[src/rtl/pid_channel_scheduler_pkg.sv]
// ---------------------------------------------------------------------------
// pid_channel_scheduler_pkg
// Shared definitions for the pid_core channel scheduler:
//   - state_t     : scheduler FSM encoding
//   - MAX_TIMEOUT : largest supported core-response timeout
//   - W_CNT       : width of the response-wait counter
//   - clog2()     : ceil(log2(value)), usable in parameter expressions
// ---------------------------------------------------------------------------
package pid_channel_scheduler_pkg;

  typedef enum logic [1:0] {
    ST_IDLE  = 2'd0,
    ST_ISSUE = 2'd1,
    ST_WAIT  = 2'd2,
    ST_SEND  = 2'd3
  } state_t;

  function automatic int clog2(input int value);
    int result;
    result = 0;
    for (int i = 0; i < 31; i++) begin
      if ((1 << i) < value) result = i + 1;
    end
    return result;
  endfunction

  localparam int MAX_TIMEOUT = 255;
  localparam int W_CNT       = clog2(MAX_TIMEOUT + 1);

endpackage

[src/rtl/pid_channel_scheduler_rr_arbiter.sv]
// ---------------------------------------------------------------------------
// pid_channel_scheduler_rr_arbiter
// Purely combinational round-robin picker. Searches the request vector
// starting one position above the pointer and wrapping modulo N_CH.
// Ports:
//   req_i         : per-channel request (pending) bits
//   ptr_i         : last granted channel
//   grant_o       : index of the chosen channel (0 when nothing requested)
//   grant_valid_o : at least one request was present
// ---------------------------------------------------------------------------
module pid_channel_scheduler_rr_arbiter
  import pid_channel_scheduler_pkg::*;
#(
  parameter int N_CH = 8,
  parameter int W_CH = 3
) (
  input  logic [N_CH-1:0] req_i,
  input  logic [W_CH-1:0] ptr_i,
  output logic [W_CH-1:0] grant_o,
  output logic            grant_valid_o
);

  // Walk offsets from farthest to nearest so the closest request after the
  // pointer is the last one written and therefore wins.
  always_comb begin
    grant_o       = '0;
    grant_valid_o = 1'b0;
    for (int i = N_CH; i >= 1; i--) begin
      if (req_i[(int'(ptr_i) + i) % N_CH]) begin
        grant_o       = W_CH'((int'(ptr_i) + i) % N_CH);
        grant_valid_o = 1'b1;
      end
    end
  end

endmodule

[src/rtl/pid_channel_scheduler.sv]
// ---------------------------------------------------------------------------
// pid_channel_scheduler
// Time-shares one pid_core between N_CH filter channels. Incoming samples are
// latched as pending, a round-robin arbiter picks one at a time, the sample is
// issued to the core with its channel index, and the core's result is
// returned tagged with that channel. One transaction in flight at a time.
// Ports:
//   clk_in, reset_in          : clock, async active-high reset
//   data_in, data_valid_in    : packed per-channel samples and strobes
//   clear_in                  : per-channel clear of pending/overrun
//   core_data_out/_valid_out  : sample issued to pid_core (one-cycle strobe)
//   core_chan_out             : channel the core must use for this sample
//   core_data_in/_valid_in    : pid_core result
//   data_out/data_valid_out   : result to the source mux (one-cycle strobe)
//   chan_out                  : channel tag of data_out
//   overrun_out               : sticky per-channel overwrite flag
//   timeout_out               : one-cycle pulse when the core never answered
// ---------------------------------------------------------------------------
module pid_channel_scheduler
  import pid_channel_scheduler_pkg::*;
#(
  parameter int N_CH    = 8,
  parameter int W_CH    = clog2(N_CH),
  parameter int W_IN    = 18,
  parameter int W_OUT   = 64,
  parameter int TIMEOUT = 255
) (
  input  logic                 clk_in,
  input  logic                 reset_in,
  input  logic [N_CH*W_IN-1:0] data_in,
  input  logic [N_CH-1:0]      data_valid_in,
  input  logic [N_CH-1:0]      clear_in,
  output logic [W_IN-1:0]      core_data_out,
  output logic                 core_data_valid_out,
  output logic [W_CH-1:0]      core_chan_out,
  input  logic [W_OUT-1:0]     core_data_in,
  input  logic                 core_data_valid_in,
  output logic [W_OUT-1:0]     data_out,
  output logic                 data_valid_out,
  output logic [W_CH-1:0]      chan_out,
  output logic [N_CH-1:0]      overrun_out,
  output logic                 timeout_out
);

  localparam logic [W_CNT-1:0] TO_LAST = W_CNT'(TIMEOUT - 1);

  state_t            state_q, state_d;
  logic [W_CH-1:0]   ptr_q;
  logic [W_CH-1:0]   grant_q;
  logic [N_CH-1:0]   pending_q, pending_d;
  logic [N_CH-1:0]   overrun_q, overrun_d;
  logic [W_IN-1:0]   sample_q [N_CH];
  logic [W_IN-1:0]   issue_q;
  logic [W_CNT-1:0]  cnt_q;
  logic [W_OUT-1:0]  result_q;
  logic [W_CH-1:0]   chan_q;
  logic              timeout_q;

  logic [W_CH-1:0]   arb_grant;
  logic              arb_valid;
  logic              grab;
  logic              timeout_hit;
  logic              result_take;
  logic [N_CH-1:0]   grant_onehot;

  pid_channel_scheduler_rr_arbiter #(
    .N_CH (N_CH),
    .W_CH (W_CH)
  ) u_arb (
    .req_i         (pending_q),
    .ptr_i         (ptr_q),
    .grant_o       (arb_grant),
    .grant_valid_o (arb_valid)
  );

  assign grab         = (state_q == ST_IDLE) && arb_valid;
  assign grant_onehot = grab ? (N_CH'(1) << arb_grant) : '0;
  assign result_take  = (state_q == ST_WAIT) && core_data_valid_in;
  assign timeout_hit  = (state_q == ST_WAIT) && !core_data_valid_in && (cnt_q == TO_LAST);

  // Next-state and strobe outputs; strobes are pure functions of the state.
  always_comb begin
    state_d             = state_q;
    core_data_valid_out = 1'b0;
    data_valid_out      = 1'b0;
    case (state_q)
      ST_IDLE:  if (arb_valid) state_d = ST_ISSUE;
      ST_ISSUE: begin
        core_data_valid_out = 1'b1;
        state_d             = ST_WAIT;
      end
      ST_WAIT: begin
        if (core_data_valid_in)   state_d = ST_SEND;
        else if (cnt_q == TO_LAST) state_d = ST_IDLE;
      end
      ST_SEND: begin
        data_valid_out = 1'b1;
        state_d        = ST_IDLE;
      end
      default:  state_d = ST_IDLE;
    endcase
  end

  // Pending/overrun update. Clear beats capture; a capture on the grant
  // cycle re-arms pending but is not an overrun because the old sample is
  // being consumed in that same cycle.
  always_comb begin
    pending_d = pending_q;
    overrun_d = overrun_q;
    for (int k = 0; k < N_CH; k++) begin
      if (clear_in[k]) begin
        pending_d[k] = 1'b0;
        overrun_d[k] = 1'b0;
      end else if (data_valid_in[k]) begin
        if (pending_q[k] && !grant_onehot[k]) overrun_d[k] = 1'b1;
        pending_d[k] = 1'b1;
      end else if (grant_onehot[k]) begin
        pending_d[k] = 1'b0;
      end
    end
  end

  always_ff @(posedge clk_in or posedge reset_in) begin
    if (reset_in) begin
      state_q   <= ST_IDLE;
      ptr_q     <= W_CH'(N_CH - 1);
      grant_q   <= '0;
      pending_q <= '0;
      overrun_q <= '0;
      issue_q   <= '0;
      cnt_q     <= '0;
      result_q  <= '0;
      chan_q    <= '0;
      timeout_q <= 1'b0;
      for (int k = 0; k < N_CH; k++) sample_q[k] <= '0;
    end else begin
      state_q   <= state_d;
      pending_q <= pending_d;
      overrun_q <= overrun_d;
      timeout_q <= timeout_hit;
      for (int k = 0; k < N_CH; k++) begin
        if (data_valid_in[k] && !clear_in[k]) sample_q[k] <= data_in[k*W_IN +: W_IN];
      end
      // sample_q still holds the old value here, so a same-cycle capture
      // for the granted channel does not leak into the issue register.
      if (grab) begin
        grant_q <= arb_grant;
        ptr_q   <= arb_grant;
        issue_q <= sample_q[arb_grant];
      end
      if (state_q == ST_ISSUE) cnt_q <= '0;
      else if (state_q == ST_WAIT) cnt_q <= cnt_q + 1'b1;
      if (result_take) begin
        result_q <= core_data_in;
        chan_q   <= grant_q;
      end
    end
  end

  assign core_data_out = issue_q;
  assign core_chan_out = grant_q;
  assign data_out      = result_q;
  assign chan_out      = chan_q;
  assign overrun_out   = overrun_q;
  assign timeout_out   = timeout_q;

endmodule
[config.mk]
export PLATFORM = sky130hd
export DESIGN_NAME = pid_channel_scheduler
export DESIGN_NICKNAME = d
export VERILOG_FILES = /design/src/rtl/pid_channel_scheduler_pkg.sv /design/src/rtl/pid_channel_scheduler_rr_arbiter.sv /design/src/rtl/pid_channel_scheduler.sv
export SDC_FILE = /design/constraint.sdc
export NUM_CORES = 1
export LEC_CHECK = 0
export CORE_ASPECT_RATIO = 1.4
export CORE_UTILIZATION = 53
export CTS_BUF_LIST = sky130_fd_sc_hd__clkbuf_16
export DETAILED_ROUTE_END_ITERATION = 8
export GPL_TIMING_DRIVEN = 0
export PLACE_DENSITY_LB_ADDON = 0.25
export SETUP_SLACK_MARGIN = 0.3
export SLEW_MARGIN = 25
export SYNTH_ARGS = -nofsm -noshare
export SYNTH_HDL_FRONTEND = slang
export SYNTH_SLANG_ARGS = --single-unit
[constraint.sdc]
create_clock -name clk_in -period 15.4 [get_ports clk_in]
set_input_delay 3.08 -clock clk_in [delete_from_list [all_inputs] [get_ports clk_in]]
set_output_delay 3.08 -clock clk_in [all_outputs]
set_load 0.02 [all_outputs]
Word-level counts from Yosys, hierarchy flattened

Cells that the tools add are included.

Flip-flop bits (word level): 262
Input bits: 227
Output and inout port bits: 99

$add $sub $neg: 9
$lt $le $gt $ge: 9
Equality and inequality tests: 6
Shift operators: 1
Mux-type cells: 100
Bitwise operators: 9
Reduce and logical (&&, ||, !) cells: 80

Operators by type and width:

| kind                                                       | count |
|---|---|
| 2-to-1 mux 1 bit                                           | 74 |
| binary-select mux 18 bit (select 3 bit)                    | 1 |
| less-than comparator 4 x 5 -> 1 bit, second input constant | 8 |
| 2-to-1 mux 18 bit                                          | 2 |
| nonzero test 2 bit                                         | 17 |
| binary-select mux 1 bit (select 3 bit)                     | 8 |
| 2-to-1 mux 3 bit                                           | 8 |
| 2-to-1 mux 8 bit                                           | 3 |
| nonzero test 3 bit                                         | 8 |
| OR reduction 3 bit                                         | 8 |
| logical AND 1 bit                                          | 20 |
| AND reduction 2 bit                                        | 9 |
| zero test 1 bit                                            | 17 |
| adder 3 bit, second input constant                         | 4 |
| adder 8 x 1 -> 8 bit, second input constant                | 1 |
| AND 1 bit, first input constant                            | 8 |
| equality test 8 bit, second input constant                 | 1 |
| one-hot mux 2 bit (4 select lines)                         | 1 |
| left shift 1 x 3 -> 8 bit, first input constant            | 1 |
| adder 3 x 1 -> 3 bit, second input constant                | 2 |
| adder 3 x 2 -> 3 bit, second input constant                | 2 |
| 2-to-1 mux 2 bit                                           | 3 |
| equality test 2 bit, second input constant                 | 2 |
| >= comparator 4 bit, second input constant                 | 1 |
| 5 further kinds                                            | 5 |

Depth between registers and ports, before layout

Depth in word-level cells: 21
Gate-level depth with buffers: 16

By module

A second synthesis with hierarchy kept.

Cell total of the unflattened synthesis: 810
Area total of the unflattened synthesis: 11825.1 um^2

Modules (own cells, without submodules):

| module                           | times used | cells an instance | area an instance (um^2) | sequential area each (um^2) |
|---|---|---|---|---|
| pid_channel_scheduler            | 1          | 722               | 11083.1                 | 6560.0 |
| pid_channel_scheduler_rr_arbiter | 1          | 88                | 742.0                   | 0.0 |

Worst setup path after synthesis

No wires, ideal clock.

Path type: input to register
Start point: input data_valid_in[7]
End point: register sample_q[0] (netlist name)
Arrival time: 4.296 ns
Required time: 15.275 ns
Path slack: 10.979 ns
Stages: 4
Path buffers: 1
Cells stage by stage: inv_1 -> nor2_1 -> clkbuf_1 -> mux2_2

Word-level cells in the longest chain between the ends: 1

RTL lines:

| element                         | RTL line                     | text |
|---|---|---|
| from (decl)                     | pid_channel_scheduler.sv:31  | `input logic [N_CH-1:0] data_valid_in,` |
| logical AND 1 bit               | pid_channel_scheduler.sv:142 | `if (data_valid_in[k] && !clear_in[k]) sample_q[k] <= data_in[k*W_IN +: W_IN];` |
| to (signal, indexed assignment) | pid_channel_scheduler.sv:142 |  |
| to (decl)                       | pid_channel_scheduler.sv:52  | `logic [W_IN-1:0] sample_q [N_CH];` |

No other way between the ends.
A chain may end at the register's enable or synchronous reset.

Worst setup path in the final report

Start point: input clear_in[2]
End point: register sample_q[107] (netlist name)

Word-level cells in the longest chain between the ends: 2

RTL lines:

| element           | RTL line                     | text |
|---|---|---|
| from (decl)       | pid_channel_scheduler.sv:32  | `input logic [N_CH-1:0] clear_in,` |
| zero test 1 bit   | pid_channel_scheduler.sv:142 |  |
| logical AND 1 bit | pid_channel_scheduler.sv:142 |  |

No other way between the ends.

==> impl_results.md <==
- Synthesis warning total: 0
- Root buf cell: clkbuf_16
- Post-synth top area share: 0.526
- Placed cells: 1632
- First-pass DRT Iterations: 7
- Largest net degree at the start of global routing: 96
- CTS clk-pin slew, worst paths: 0.06 ns
- Remaining DRCs: 0
- Worst Setup End Kind: flop
- DIE HEIGHT: 182 µm
- Clock share of power: 0.155
- Logic gate share of total power: 0.599
- Final period utilization: 0.324
- Avg WL per Cell: 22.3 µm
- DP Wirelength: approximately 28 mm
- Cells after Synth: between 1000 and 1500
- Layout cells sized above 1: 0.221
- CTS Hold Bufs: 0
- Part of the power in registers: 0.246
- R2r worst-path depth: 14
- Crit-path max FO: 10
- Largest area contributor in the netlist: dfrtp_1
- Vias per cell: 5.79
- Fin nets: roughly 1600
- Leakage power: between 7 and 8 nW
- Max_cap viols: 0
- Hold Crit Depth: 1
- Area Overhead vs Synth: 37.0%
- Top_reg_cell synth: dfrtp_1
- Avg Inst Size Synth: 12.3 µm²
- CTS H-tree lvls: 1
- Total global-route track usage: 0.320
- CTS tree: done
- Setup-failing EPs final: 0
- Reg-to-reg startpoint: ptr_q[1]$_DFFE_PP1P_
- Setup Fix Bufs, Post-CTS: 0
- Peak Freq: 0.201 GHz
- I/O pin count: 326
- Worst Tran Pin Value: 1.04 ns
- Via count: slightly below 10000
- Setup CP Type: input pin to flop
- IO buf count: approximately 330
- Post-synth ARST share: 1.00
- Antenna violations before repair: 6
- Num CTS Buffers: 26
- Synth unique cells: 57
- HP Start: data_out[37]$_DFFE_PP0P_
- Cell row count: 65
- RePlAce Congestion: roughly 0.97
- First DRT Iteration DRCs: between 600 and 700
- CTS-repair resized insts: 0
- Min-Delay Path Class: flop to flop
- Synth top area cells: dfrtp_1 (53%), mux2_2 (20%), mux4_2 (2.4%)
- Initial Utilization: 0.544
- Sink Count: ~260
- NetSw: between 0.0015 and 0.002 W
- Grt total ovfl: 0
- Die width: roughly 130 µm
- Post-route setup TNS: 0 ns
- Core Footprint: around 0.023 mm²
- Status: complete, no violations
- Net Count, Synth: around 1200
- Antenna Nets Post-Route: 0
- RR Endpoint: pending_q[2]$_DFFE_PP0P_
- Relative slew margins: 0.303
- Netlist Area Pre-Place: ~0.012 mm²
- CP Data Arrival Time: about 5.4 ns
- Worst Hold Path EP: data_out[37]$_DFFE_PP0P_
- Max IR drop VDD: about 190 µV
- RSZ-0062 raised after global routing: no
- Fin crit period: 4.98 ns
- Die Area: approximately 0.024 mm²
- WHS: slightly above 0.5 ns
- Clock tree buffer depth: 3
- Clock Latency Late Sink: between 0.5 and 0.6 ns
- Post-Layout Cell Count: approximately 1700
- WP data required: between 15 and 20 ns
- Fin util: 0.745
- Internal Pwr Total: 0.00229 W
- Setup slack, reg-to-reg: between 10 and 15 ns
- Sw frac: 0.441
- Final Max Slew Viols: 0
- Worst Skew: approximately 0.012 ns
- Sequential-to-total area share from yosys stat: 0.532
- #FFs+latches synth: between 200 and 300
- WL final: approximately 38 mm
- Global-route wire length before repair: ~58 mm
- Post-synth EDFFs: 0
- Vias in the first global route: between 10000 and 15000
- Final hold violations: 0
- Pwr Density: 243 mW/mm²
- CP Launch Type: input pin
-- worst max-delay path, cell delays in order --
cell	delay, ns
clkdlybuf4s50_1	0.46
nor2_1	0.82
clkbuf_1	0.61
mux2_2	0.42
-- layer usage --
metal	GRT usage	part of all wire	vias to the layer above
met5	0	0	-
met4	0.136	0.036	0
met3	0.0586	0.067	79
met2	0.553	0.52	437
met1	0.388	0.38	4926
li1	-	-	4334
-- power groups by stage --
stage | Sequential (W) | Clock (W) | Combinational [W]
6_report | 0.00101 | 0.000634 | 0.00246
5_1_grt | 0.00103 | 0.000669 | 0.00262
4_1_cts | 0.00101 | 0.000641 | 0.00243
3_5_place_dp | 0.00101 | 0 | 0.00241
3_3_place_gp | 0.00100 | 0 | 0.00238
2_1_floorplan | 0.00114 | 0 | 0.00143
-- registers in the layout, indices dropped and copies added, names as in the netlist, 2 cells and up --
name,flops
data_out,64
core_data_out,18
core_chan_out,3
cnt_q,8
ptr_q,3
chan_out,3
sample_q,144
pending_q,8
state_q,2
overrun_out,8
-- cells in the mapped netlist, drive strengths merged, types with 12 or more instances --
library cell / instances
mux2i: 27
buf: 21
nor2: 26
mux4: 13
inv: 48
mux2: 223
a21oi: 29
nand2: 77
o211ai: 17
o22ai: 12
dfrtp: 259
o21ai: 43
clkbuf: 42
and2: 13
nand3: 27
-- per-stage QoR --
step	worst slack (ns)	total power, W	area, µm²
2_1_floorplan	5.11	0.00257	12300
3_3_place_gp	1.93	0.00338	16000
3_5_place_dp	9.78	0.00342	16000
4_1_cts	10.27	0.00408	16900
5_1_grt	10.36	0.00432	16900
6_report	10.42	0.00410	16900
-- worst max-delay path by stage --
stage | endpoint | slack [ns] | from | depth (start not counted)
after floorplan | chan_out[0]$_DFFE_PP0P_ | 5.11 | reset_in | 1
after global placement | sample_q[41]$_DFFE_PP0P_ | 1.93 | reset_in | 2
after detailed placement | sample_q[131]$_DFFE_PP0P_ | 9.78 | data_valid_in[0] | 5
after CTS | sample_q[129]$_DFFE_PP0P_ | 10.27 | data_valid_in[0] | 5
after global routing | sample_q[107]$_DFFE_PP0P_ | 10.36 | data_valid_in[2] | 5
final | sample_q[107]$_DFFE_PP0P_ | 10.42 | clear_in[2] | 4
-- cells by family after synthesis --
group,after synthesis,synth area share
mux,263,0.249
buf+inv,112,0.0376
flops,262,0.532
compound gates,184,0.106
fa+ha+maj,8,0.00812
simple gates,168,0.0622
xor+xnor,7,0.00497
-- final cells by class --
class / count / area, µm²
Buffer: 63 / 280
Inverter: 49 / 191
Timing Repair Buffer: 327 / 3310
Clock inverter: 21 / 168
Tap cell: 301 / 377
Fill cell: 1515 / 5790
Antenna cell: 7 / 17.5
Multi-Input combinational cell: 630 / 5320
Clock buffer: 27 / 676
Sequential cell: 262 / 6560
-- layout by cell type (no fill, tap or decap), drive strengths merged, types with 7 or more instances in the layout --
cell	count
nand3	27
clkbuf	69
mux4	13
a32oi	11
inv	53
mux2i	27
a211o	10
nor2	26
a221o	10
dfrtp	259
o22ai	12
o211ai	17
nand2b	8
clkdlybuf4s50	325
buf	23
diode	7
a21boi	11
mux2	223
nand2	77
o211a	11
clkinv	13
a21oi	29
and2	13
o21ai	43
ha	8
Power figures use the tool's default switching activity.
